## config.mk

```make
export PLATFORM = sky130hd
export DESIGN_NAME = hd_inference_scheduler
export DESIGN_NICKNAME = d
export VERILOG_FILES = /design/src/rtl/hd_accel_pkg.sv /design/src/rtl/hd_argmax_tracker.sv /design/src/rtl/hd_inference_scheduler.sv
export SDC_FILE = /design/constraint.sdc
export NUM_CORES = 1
export LEC_CHECK = 0
export BUFFER_PORTS_ARGS = -buffer_cell sky130_fd_sc_hd__buf_2
export CAP_MARGIN = 20
export CORE_MARGIN = 2
export CORE_UTILIZATION = 50
export DETAILED_ROUTE_END_ITERATION = 12
export PLACE_DENSITY = 0.83
export SLEW_MARGIN = 40
export SYNTH_ARGS = -nofsm -noshare
export SYNTH_HDL_FRONTEND = slang
export SYNTH_SLANG_ARGS = --single-unit
```

## constraint.sdc

```tcl
create_clock -name clk -period 2.1 [get_ports clk]
set_input_delay 0.105 -clock clk [delete_from_list [all_inputs] [get_ports clk]]
set_output_delay 0.105 -clock clk [all_outputs]
set_load 0.03 [all_outputs]
```

## src/rtl/hd_accel_pkg.sv

```systemverilog
// Shared types and constants for the HD inference accelerator.
package hd_accel_pkg;

  localparam int unsigned CLA_ADDR_WIDTH  = 10;
  localparam int unsigned NUM_CLASSES_MAX = 26;
  localparam int unsigned SCORE_WIDTH     = 16;

  typedef logic signed [SCORE_WIDTH-1:0] score_t;

  typedef enum logic [2:0] {
    StIdle,
    StWaitChunk,
    StSweep,
    StDrain,
    StScan,
    StDone
  } sched_state_e;

  // A class count is usable only if it is non-zero, within the class-memory capacity and the
  // whole chunk x class address range fits without the address counter wrapping onto itself.
  function automatic logic cfg_legal(input logic [4:0] cn, input int unsigned chunks,
                                     input int unsigned addr_w);
    int unsigned cn32;
    int unsigned span;
    cn32 = 32'(cn);
    span = chunks * cn32;
    return (cn32 != 0) && (cn32 <= NUM_CLASSES_MAX) && (span <= (32'd1 << addr_w));
  endfunction

endpackage

```

## src/rtl/hd_argmax_tracker.sv

```systemverilog
// Running signed argmax over a stream of (index, score) pairs. The first score after a clear
// always loads; later scores replace the best only when strictly greater, so ties keep the
// lowest index seen.
module hd_argmax_tracker #(
  parameter int unsigned SCORE_WIDTH = 16,
  parameter int unsigned IDX_WIDTH   = 5
) (
  input  logic                   i_clk,
  input  logic                   i_reset,
  input  logic                   i_clear,
  input  logic                   i_valid,
  input  logic [IDX_WIDTH-1:0]   i_idx,
  input  logic [SCORE_WIDTH-1:0] i_score,
  output logic [IDX_WIDTH-1:0]   o_best_idx,
  output logic [SCORE_WIDTH-1:0] o_best_score
);

  logic                   r_have;
  logic [IDX_WIDTH-1:0]   r_best_idx;
  logic [SCORE_WIDTH-1:0] r_best_score;
  logic                   w_take;

  assign w_take = i_valid && (!r_have || ($signed(i_score) > $signed(r_best_score)));

  // Best-so-far register; clear wins over an incoming score.
  always_ff @(posedge i_clk) begin
    if (i_reset || i_clear) begin
      r_have       <= 1'b0;
      r_best_idx   <= '0;
      r_best_score <= '0;
    end else if (w_take) begin
      r_have       <= 1'b1;
      r_best_idx   <= i_idx;
      r_best_score <= i_score;
    end
  end

  assign o_best_idx   = r_best_idx;
  assign o_best_score = r_best_score;

endmodule

```

## src/rtl/hd_inference_scheduler.sv

```systemverilog
// Sequences one HD inference: for every encoded chunk it sweeps the class memory across all
// active classes and steers the read data into the similarity accumulators, then scans the
// per-class scores and reports the argmax.
module hd_inference_scheduler #(
  parameter int unsigned CLA_ADDR_WIDTH = hd_accel_pkg::CLA_ADDR_WIDTH,
  parameter int unsigned NUM_CHUNKS     = 64,
  parameter int unsigned SCORE_WIDTH    = hd_accel_pkg::SCORE_WIDTH,
  parameter int unsigned MEM_RD_LAT     = 1
) (
  input  logic                      clk,
  input  logic                      reset_in,
  input  logic                      start,
  input  logic [4:0]                class_num,
  output logic                      cfg_err,
  output logic                      busy,
  input  logic                      enc_chunk_valid,
  output logic                      enc_chunk_ready,
  output logic                      class_rd_en,
  output logic [CLA_ADDR_WIDTH-1:0] class_addrs,
  output logic                      acc_clear,
  output logic                      acc_en,
  output logic [4:0]                acc_idx,
  output logic [4:0]                score_rd_idx,
  input  logic [SCORE_WIDTH-1:0]    score_in,
  output logic                      result_valid,
  input  logic                      result_ready,
  output logic [4:0]                result_class,
  output logic [SCORE_WIDTH-1:0]    result_score
);

  import hd_accel_pkg::*;

  localparam int unsigned ChunkW = (NUM_CHUNKS > 1) ? $clog2(NUM_CHUNKS) : 1;
  localparam int unsigned DrainW = (MEM_RD_LAT > 1) ? $clog2(MEM_RD_LAT) : 1;
  localparam logic [ChunkW-1:0] ChunkLast = ChunkW'(NUM_CHUNKS - 1);
  localparam logic [DrainW-1:0] DrainLast = DrainW'(MEM_RD_LAT - 1);

  sched_state_e              r_state, w_state_next;
  logic [4:0]                r_class_num, w_class_num_next;
  logic [4:0]                r_class_idx, w_class_idx_next;
  logic [ChunkW-1:0]         r_chunk_idx, w_chunk_idx_next;
  logic [CLA_ADDR_WIDTH-1:0] r_addr, w_addr_next;
  logic [DrainW-1:0]         r_drain_cnt, w_drain_cnt_next;
  logic [4:0]                r_scan_cnt, w_scan_cnt_next;

  logic                      r_cfg_err;
  logic                      r_acc_clear;
  logic [MEM_RD_LAT-1:0]     r_acc_en_pipe;
  logic [4:0]                r_acc_idx_pipe [MEM_RD_LAT];
  logic                      r_cmp_valid;
  logic [4:0]                r_cmp_idx;

  logic                      w_cfg_legal;
  logic                      w_idle;
  logic                      w_start_ok;
  logic                      w_start_bad;
  logic                      w_sweep_last;
  logic                      w_rd_en;
  logic                      w_scan_issue;
  logic [4:0]                w_best_idx;
  logic [SCORE_WIDTH-1:0]    w_best_score;

  assign w_cfg_legal  = cfg_legal(class_num, NUM_CHUNKS, CLA_ADDR_WIDTH);
  assign w_idle       = (r_state == StIdle);
  assign w_start_ok   = w_idle && start && w_cfg_legal;
  assign w_start_bad  = w_idle && start && !w_cfg_legal;
  assign w_sweep_last = (r_class_idx == (r_class_num - 5'd1));
  assign w_rd_en      = (r_state == StSweep);
  // Score indices are issued for the first class_num SCAN cycles; the extra cycle is the
  // compare of the last returned score.
  assign w_scan_issue = (r_state == StScan) && (r_scan_cnt < r_class_num);

  // Next-state and counter updates.
  always_comb begin
    w_state_next     = r_state;
    w_class_num_next = r_class_num;
    w_class_idx_next = r_class_idx;
    w_chunk_idx_next = r_chunk_idx;
    w_addr_next      = r_addr;
    w_drain_cnt_next = r_drain_cnt;
    w_scan_cnt_next  = r_scan_cnt;
    unique case (r_state)
      StIdle: begin
        if (w_start_ok) begin
          w_state_next     = StWaitChunk;
          w_class_num_next = class_num;
          w_addr_next      = '0;
          w_chunk_idx_next = '0;
        end
      end
      StWaitChunk: begin
        if (enc_chunk_valid) begin
          w_state_next     = StSweep;
          w_class_idx_next = '0;
        end
      end
      StSweep: begin
        // The address runs continuously across chunks; memory is laid out chunk-major.
        w_addr_next = r_addr + 1'b1;
        if (w_sweep_last) begin
          if (r_chunk_idx == ChunkLast) begin
            w_state_next     = StDrain;
            w_drain_cnt_next = '0;
          end else begin
            w_chunk_idx_next = r_chunk_idx + 1'b1;
            w_state_next     = StWaitChunk;
          end
        end else begin
          w_class_idx_next = r_class_idx + 5'd1;
        end
      end
      StDrain: begin
        if (r_drain_cnt == DrainLast) begin
          w_state_next    = StScan;
          w_scan_cnt_next = '0;
        end else begin
          w_drain_cnt_next = r_drain_cnt + 1'b1;
        end
      end
      StScan: begin
        if (r_scan_cnt == r_class_num) begin
          w_state_next = StDone;
        end else begin
          w_scan_cnt_next = r_scan_cnt + 5'd1;
        end
      end
      StDone: begin
        if (result_ready) begin
          w_state_next = StIdle;
        end
      end
      default: w_state_next = StIdle;
    endcase
  end

  // State, counters and single-cycle pulses.
  always_ff @(posedge clk) begin
    if (reset_in) begin
      r_state     <= StIdle;
      r_class_num <= '0;
      r_class_idx <= '0;
      r_chunk_idx <= '0;
      r_addr      <= '0;
      r_drain_cnt <= '0;
      r_scan_cnt  <= '0;
      r_cfg_err   <= 1'b0;
      r_acc_clear <= 1'b0;
      r_cmp_valid <= 1'b0;
      r_cmp_idx   <= '0;
    end else begin
      r_state     <= w_state_next;
      r_class_num <= w_class_num_next;
      r_class_idx <= w_class_idx_next;
      r_chunk_idx <= w_chunk_idx_next;
      r_addr      <= w_addr_next;
      r_drain_cnt <= w_drain_cnt_next;
      r_scan_cnt  <= w_scan_cnt_next;
      r_cfg_err   <= w_start_bad;
      r_acc_clear <= w_start_ok;
      r_cmp_valid <= w_scan_issue;
      r_cmp_idx   <= r_scan_cnt;
    end
  end

  // Delay line aligning acc_en/acc_idx with read data returning from the class memory.
  always_ff @(posedge clk) begin
    if (reset_in) begin
      r_acc_en_pipe <= '0;
      for (int i = 0; i < MEM_RD_LAT; i++) begin
        r_acc_idx_pipe[i] <= '0;
      end
    end else begin
      r_acc_en_pipe[0]  <= w_rd_en;
      r_acc_idx_pipe[0] <= w_rd_en ? r_class_idx : 5'd0;
      for (int i = 1; i < MEM_RD_LAT; i++) begin
        r_acc_en_pipe[i]  <= r_acc_en_pipe[i-1];
        r_acc_idx_pipe[i] <= r_acc_idx_pipe[i-1];
      end
    end
  end

  hd_argmax_tracker #(
    .SCORE_WIDTH (SCORE_WIDTH),
    .IDX_WIDTH   (5)
  ) u_argmax (
    .i_clk        (clk),
    .i_reset      (reset_in),
    .i_clear      (w_start_ok),
    .i_valid      (r_cmp_valid),
    .i_idx        (r_cmp_idx),
    .i_score      (score_in),
    .o_best_idx   (w_best_idx),
    .o_best_score (w_best_score)
  );

  assign cfg_err         = r_cfg_err;
  assign busy            = !w_idle;
  assign enc_chunk_ready = (r_state == StWaitChunk);
  assign class_rd_en     = w_rd_en;
  assign class_addrs     = w_rd_en ? r_addr : '0;
  assign acc_clear       = r_acc_clear;
  assign acc_en          = r_acc_en_pipe[MEM_RD_LAT-1];
  assign acc_idx         = r_acc_idx_pipe[MEM_RD_LAT-1];
  assign score_rd_idx    = w_scan_issue ? r_scan_cnt : 5'd0;
  assign result_valid    = (r_state == StDone);
  assign result_class    = (r_state == StDone) ? w_best_idx : 5'd0;
  assign result_score    = (r_state == StDone) ? w_best_score : '0;

endmodule

```

Word-level counts from Yosys, hierarchy flattened
Memory sizes are Yosys's and may differ from the RTL's.
Cells that the tools add are included.
Word-level totals
  bits in registers: 66
  input port bits: 26
  logic and storage cells: 104
  output and inout bits: 48
  memories: 1
  bits in writable memories: 5
Memory list
  r_acc_idx_pipe: words 1, bits a word 5, read ports 1, clocked after Yosys merged registers in 0, wr ports 1, RTL line hd_inference_scheduler.sv:49  | logic [4:0] r_acc_idx_pipe [MEM_RD_LAT];
Operators by class
  add/subtract/negate cells: 6
  equal/unequal tests: 18
  order comparisons: 4
  reduce and logical (&&, ||, !) cells: 26
  mux-type cells: 34
Operators by type and width (count)
  2-to-1 mux 5 bit: 8
  2-to-1 mux 10 bit: 2
  one-hot mux 10 bit (2 select lines): 1
  one-hot mux 5 bit (2 select lines): 2
  2-to-1 mux 3 bit: 6
  2-to-1 mux 6 bit: 3
  one-hot mux 3 bit (6 select lines): 1
  > comparator 16 bit: 1
  2-to-1 mux 16 bit: 1
  inequality test 2 bit (second input constant): 6
  one-hot mux 6 bit (2 select lines): 1
  less-or-equal comparator 11 bit (second input constant): 1
  adder 10 x 1 -> 10 bit (second input constant): 1
  adder 5 x 1 -> 5 bit (second input constant): 2
  equality test 5 bit: 2
  AND reduction 3 bit: 3
  inequality test 2 x 1 -> 1 bit (second input constant): 4
  nonzero test 2 bit: 4
  logical AND 1 bit: 7
  2-to-1 mux 1 bit: 7
  adder 6 x 1 -> 6 bit (second input constant): 1
  equality test 3 x 2 -> 1 bit (second input constant): 2
  equality test 3 bit (second input constant): 2
  equality test 6 bit (second input constant): 1
  other kinds (15): 19

Longest topological paths before layout
  depth after elaboration: 6
  depth in mapped cells: 9
  depth with buffers taken out: 8

By module
From an unflattened synthesis, not the netlist that was laid out.
Unflattened totals
  cells, all modules: 482
  area total of the unflattened synthesis: 4016.4 um^2
Modules (own cells, without submodules)
  hd_inference_scheduler: instances 1, area an instance 2636.3 um^2, cells an instance 320, seq. area each 960.9 um^2
  hd_argmax_tracker: instances 1, area an instance 1380.1 um^2, cells an instance 162, seq. area each 440.4 um^2

Least setup slack after synthesis
Ideal clock, no wire load.
  path type: register to register
  start: reg r_class_num[0]
  end: reg r_chunk_idx[3]
  data arrival time: 2.245 ns
  period minus slack after synthesis: 2.315 ns
  required time: 2.030 ns
  slack: -0.215 ns
  stages on the path, launching flop included: 9
  path buffers: 0
  library setup time: 0.070 ns
  path through: dfxtp_1 inv_1 ha_1 nor3b_2 xnor2_1 o41ai_4 o21ai_4 or4_1 a21oi_1
Between the ends
  word-level cells in the longest chain between the ends: 4
Ends and longest elaborated chain
  start: declaration: RTL line hd_inference_scheduler.sv:39  | logic [4:0] r_class_num, w_class_num_next;
  start signal: assignment: RTL line hd_inference_scheduler.sv:152  | r_class_num <= w_class_num_next;
  subtractor 5 x 1 -> 5 bit: RTL line hd_inference_scheduler.sv:67  | assign w_sweep_last = (r_class_idx == (r_class_num - 5'd1));
  equality test 5 bit: RTL line hd_inference_scheduler.sv:67
  inequality test 2 bit (no line)
  AND reduction 4 bit (no line)
  end signal: assignment: RTL line hd_inference_scheduler.sv:154  | r_chunk_idx <= w_chunk_idx_next;
  end: declaration: RTL line hd_inference_scheduler.sv:41  | logic [ChunkW-1:0] r_chunk_idx, w_chunk_idx_next;
Every way passes these cells.
A chain may end at the register's enable or synchronous reset.

Final worst setup path
  start: reg u_argmax.r_best_score[15] (netlist: u_argmax.o_best_score[15])
  end: reg u_argmax.r_best_idx[4] (netlist: u_argmax.o_best_idx[4])
Between the ends
  word-level cells in the longest chain between the ends: 3
Ends and longest elaborated chain
  start: declaration: RTL line hd_argmax_tracker.sv:20  | logic [SCORE_WIDTH-1:0] r_best_score;
  start signal: assignment: RTL line hd_argmax_tracker.sv:34  | r_best_score <= i_score;
  > comparator 16 bit: RTL line hd_argmax_tracker.sv:23  | assign w_take = i_valid && (!r_have || ($signed(i_score) > $signed(r_best_score)));
  logical OR 1 bit: RTL line hd_argmax_tracker.sv:23
  logical AND 1 bit: RTL line hd_argmax_tracker.sv:23
  end signal: assignment: RTL line hd_argmax_tracker.sv:33  | r_best_idx <= i_idx;
  end: declaration: RTL line hd_argmax_tracker.sv:19  | logic [IDX_WIDTH-1:0] r_best_idx;
Every way passes these cells.

==> impl_results.html <==
<table>
<tr><th>Metric</th><th>Value</th></tr>
<tr><th colspan="2">Placed design</th></tr>
<tr><td>Gp weighted congestion</td><td>approximately 0.85</td></tr>
<tr><td>Number of placed cells counting well taps</td><td>about 650</td></tr>
<tr><td>Instance area after placement</td><td>4420 sq um</td></tr>
<tr><td>Placement Setup Slack</td><td>-302 ps</td></tr>
<tr><td>Count of buffers from port buffering</td><td>73</td></tr>
<tr><td>HPWL after DPL</td><td>between 6000 and 7000 um</td></tr>
<tr><th colspan="2">Synthesis</th></tr>
<tr><td>Unique masters post-synth</td><td>44</td></tr>
<tr><td>Synth warn</td><td>0</td></tr>
<tr><td>Post-synthesis async set-or-reset flop share</td><td>0</td></tr>
<tr><td>Dominant cell type by area after synthesis</td><td>sky130_fd_sc_hd__dfxtp_1</td></tr>
<tr><td>Most instantiated flip-flop cell in the synthesis netlist</td><td>sky130_fd_sc_hd__dfxtp_1</td></tr>
<tr><td>Post-synth EDFFs</td><td>0</td></tr>
<tr><td>Cell types occupying the most area after synthesis</td><td>sky130_fd_sc_hd__dfxtp_1 38%, sky130_fd_sc_hd__ha_1 8.7%, sky130_fd_sc_hd__a21oi_1 6.9%</td></tr>
<tr><td>Number of flip-flops and latches in the synthesized netlist</td><td>70</td></tr>
<tr><td>Post-synth net total</td><td>515</td></tr>
<tr><td>Seq/Total Area, Yosys</td><td>0.376</td></tr>
<tr><td>Gate Count Post-Synth</td><td>463</td></tr>
<tr><td>Mapped Area</td><td>3720 sq um</td></tr>
<tr><td>Average instance area after synthesis</td><td>~8 sq um</td></tr>
<tr><td>Top-area cell type share of the netlist area</td><td>0.376</td></tr>
<tr><th colspan="2">STA</th></tr>
<tr><td>Maximum clock skew at final layout</td><td>approximately 17 ps</td></tr>
<tr><td>Hold Fails Final Rpt</td><td>0</td></tr>
<tr><td>Worst slew margin relative to its limit</td><td>0.562</td></tr>
<tr><td>Minimum clock period after layout</td><td>about 2600 ps</td></tr>
<tr><td>Worst Max-Slew Pin Slew</td><td>between 600 and 700 ps</td></tr>
<tr><td>Max Slew Vio Count</td><td>0</td></tr>
<tr><td>Setup repair after global routing missed its margin</td><td>true</td></tr>
<tr><td>Final worst path period share</td><td>1.24</td></tr>
<tr><td>Timing-limited maximum frequency</td><td>0.384 GHz</td></tr>
<tr><td>Final WS setup</td><td>-507 ps</td></tr>
<tr><td>Number of endpoints failing setup at the final stage</td><td>29</td></tr>
<tr><th colspan="2">Drt</th></tr>
<tr><td>Via Count</td><td>roughly 4k</td></tr>
<tr><td>Sum of routed wire length over all layers</td><td>about 12,000 um</td></tr>
<tr><td>Remaining antenna violation count</td><td>0</td></tr>
<tr><td>Remaining routing DRC violations</td><td>0</td></tr>
<tr><td>Vias per Instance</td><td>5.82</td></tr>
<tr><td>Routed wire per std cell</td><td>roughly 17 um</td></tr>
<tr><td>Iteration-0 DRC Markers</td><td>216</td></tr>
<tr><td>Number of iterations in the first detailed-routing pass</td><td>5</td></tr>
<tr><th colspan="2">Worst setup path</th></tr>
<tr><td>Nature of the critical path startpoint</td><td>flop</td></tr>
<tr><td>Cell family with most CP delay</td><td>simple AND/OR/NAND/NOR gates</td></tr>
<tr><td>Critical path's largest stage delay</td><td>between 400 and 500 ps</td></tr>
<tr><td>Buf/Inv on CP</td><td>3</td></tr>
<tr><td>Library cell contributing the largest single delay on the critical path</td><td>sky130_fd_sc_hd__nor4_4</td></tr>
<tr><td>Largest fanout of any net on the critical path</td><td>7</td></tr>
<tr><td>Crit-path cells</td><td>inv_2 -&gt; ha_4 -&gt; nand4_1 -&gt; nor4_4 -&gt; buf_4 -&gt; a21oi_4 -&gt; a211oi_4 -&gt; buf_6 -&gt; o21ai_0 -&gt; a21oi_1</td></tr>
<tr><td>Worst endpoint data arrival time</td><td>2880 ps</td></tr>
<tr><td>Critical Path End Type</td><td>flop</td></tr>
<tr><td>Critical setup path kind</td><td>reg -&gt; reg</td></tr>
<tr><td>Required arrival time at the worst endpoint</td><td>2370 ps</td></tr>
<tr><th colspan="2">CTS</th></tr>
<tr><td>Buffer cell driving the clock tree root</td><td>sky130_fd_sc_hd__clkbuf_8</td></tr>
<tr><td>Maximum buffer depth of the clock tree</td><td>2</td></tr>
<tr><td>Clock Sink Count</td><td>70</td></tr>
<tr><td>Clock-pin slew reported for the worst setup and hold paths after clock tree synthesis</td><td>80 ps</td></tr>
<tr><td>TritonCTS clock tree</td><td>built</td></tr>
<tr><td>Number of clock buffers inserted by TritonCTS</td><td>9</td></tr>
<tr><td>Max H-tree Level</td><td>3</td></tr>
<tr><td>Clock latency at the later pin of the worst-skew pair</td><td>350 ps</td></tr>
<tr><th colspan="2">GRT</th></tr>
<tr><td>Total Routing Usage GR</td><td>0.271</td></tr>
<tr><td>Number of antenna violations at the first check in global routing</td><td>0</td></tr>
<tr><td>Total congestion overflow</td><td>0</td></tr>
<tr><td>Pin count of the biggest net entering global routing</td><td>36</td></tr>
<tr><td>Vias in the first global route</td><td>about 3.8k</td></tr>
<tr><td>Wire length of the first global-routing pass</td><td>18,100 um</td></tr>
<tr><th colspan="2">Cells and area</th></tr>
<tr><td>Fraction of layout instances using a drive strength above 1</td><td>0.390</td></tr>
<tr><td>Final Instance Count excl. Fillers</td><td>678</td></tr>
<tr><td>Number of nets in the layout</td><td>627</td></tr>
<tr><td>Number of diodes</td><td>0</td></tr>
<tr><td>Area overhead of the layout relative to synthesis</td><td>39.3%</td></tr>
<tr><td>Area of all placed cells without fillers</td><td>5190 sq um</td></tr>
<tr><th colspan="2">Hold path</th></tr>
<tr><td>Class of the most critical hold timing path</td><td>in -&gt; reg</td></tr>
<tr><th colspan="2">Floorplan</th></tr>
<tr><td>Num rows</td><td>31</td></tr>
<tr><td>Width of the die</td><td>90.3 um</td></tr>
<tr><td>Total Die Area</td><td>8150 sq um</td></tr>
<tr><td>Floorplan Core Area</td><td>7210 sq um</td></tr>
<tr><td>Starting utilization of the core area</td><td>0.516</td></tr>
<tr><td>Height of the die</td><td>~90 um</td></tr>
<tr><td>Num ports</td><td>74</td></tr>
<tr><th colspan="2">Power</th></tr>
<tr><td>Leakage power of the design</td><td>0.00215 uW</td></tr>
<tr><td>Peak supply drop</td><td>478 uV</td></tr>
<tr><td>Cell Pwr Density</td><td>629 nW/um^2</td></tr>
<tr><th colspan="2">Outcome</th></tr>
<tr><td>Failing checks</td><td>setup timing</td></tr>
<tr><td>Status</td><td>finished, violations left</td></tr>
<tr><th colspan="2">Flow run</th></tr>
<tr><td>Number of max-cap violations</td><td>0</td></tr>
</table>
layout make-up:
cell class	count	area [sq um]
Clock inverter	3	20.0
Tap cell	99	124
Timing Repair Buffer	125	852
Inverter	32	123
Clock buffer	12	155
Sequential cell	70	1420
Multi-Input combinational cell	337	2500
Fill cell	529	2030
cells by family after synthesis:
family	Yosys count	share of synthesized area
simple gates	185	0.254
xor+xnor	18	0.0424
flops	70	0.376
mux	5	0.0134
compound gates	102	0.161
buf+inv	57	0.0655
fa+ha+maj	26	0.0874
repair_timing:
item / 4_1_cts / 5_1_grt
cloned: 2 / 1
hold buffers: 1 / 0
gates resized for setup: 89 / 37
endpoints found under the hold margin: 1 / 0
endpoints found under the setup margin: 30 / 37
pin swaps: 29 / 27
buffers inserted: 5 / 4
state kept, by name, summed over array words and instances (netlist names), 3 cells and up:
name                   count
r_cmp_idx                  5
r_state                    3
r_addr                    10
r_class_idx                5
r_scan_cnt                 5
r_acc_idx_pipe             5
u_argmax.o_best_score     16
r_chunk_idx                6
u_argmax.o_best_idx        5
r_class_num                5
report_power, final:
group          total [uW]  switching, uW  internal [uW]
registers            1420           45.4           1380
logic                 844            489            355
clock network        1000            514            486
through the flow:
stage	hold WS, ps	setup TNS (ps)	power [uW]	utilization
2_1_floorplan	223	-330	1860	-
3_3_place_gp	360	-3760	2070	0.613
3_5_place_dp	362	-5860	2090	0.613
4_1_cts	5.68	-2220	3170	0.698
5_1_grt	3.84	-10900	3410	0.719
6_report	14.7	-9320	3260	0.719
synth_stat cells (all sizes together) (3+ instances only):
master	n
a211oi	3
a21oi	51
and2	13
and3	18
clkbuf	22
dfxtp	70
ha	26
inv	31
mux2i	5
nand2	19
nand2b	6
nand3	37
nand3b	3
nand4	7
nor2	46
nor3	20
nor4	3
o21a	3
o21ai	32
or2	3
or4	4
xnor2	15
xor2	3
worst register-to-register path, cell delays in order (launching register included):
cell and delay [ps]:
sky130_fd_sc_hd__dfxtp_2 380, sky130_fd_sc_hd__inv_2 70, sky130_fd_sc_hd__ha_4 270, sky130_fd_sc_hd__nand4_1 250
sky130_fd_sc_hd__nor4_4 470, sky130_fd_sc_hd__buf_4 210, sky130_fd_sc_hd__a21oi_4 80, sky130_fd_sc_hd__a211oi_4 310
sky130_fd_sc_hd__buf_6 200, sky130_fd_sc_hd__o21ai_0 100, sky130_fd_sc_hd__a21oi_1 190
final timing paths:
kind                                  start  slack [ps]  cells past startpoint                       end
setup / recovery  u_argmax.o_best_score[15]        -510                     10    u_argmax.o_best_idx[4]
hold / removal                  score_in[8]          10                      3  u_argmax.o_best_score[8]
setup reg to reg  u_argmax.o_best_score[15]        -510                     10    u_argmax.o_best_idx[4]
hold reg to reg                r_cmp_idx[0]         450                      2    u_argmax.o_best_idx[0]
per-layer routing:
| metal | GRT usage | up-vias | wire, um |
|---|---|---|---|
| met2 | 0.490 | 200 | 5850 |
| li1 | - | 1843 | - |
| met5 | 0 | - | 0 |
| met3 | 0.0534 | 35 | 809 |
| met4 | 0.105 | 0 | 402 |
| met1 | 0.315 | 1869 | 4520 |
cells in the final DEF (no fill, tap or decap), types with 16 or more instances in the layout:
cell type / netlist / final
sky130_fd_sc_hd__a21oi_1: 51 / 41
sky130_fd_sc_hd__and3_1: 17 / 17
sky130_fd_sc_hd__buf_2: 0 / 68
sky130_fd_sc_hd__buf_4: 0 / 40
sky130_fd_sc_hd__dfxtp_1: 70 / 60
sky130_fd_sc_hd__ha_1: 26 / 16
sky130_fd_sc_hd__inv_1: 31 / 24
sky130_fd_sc_hd__nand2_1: 19 / 18
sky130_fd_sc_hd__nand3_1: 37 / 19
sky130_fd_sc_hd__nand3_2: 0 / 18
sky130_fd_sc_hd__nor2_1: 46 / 40
sky130_fd_sc_hd__nor3_1: 20 / 19
sky130_fd_sc_hd__o21ai_0: 31 / 19
(Power assumes the default switching activity.)
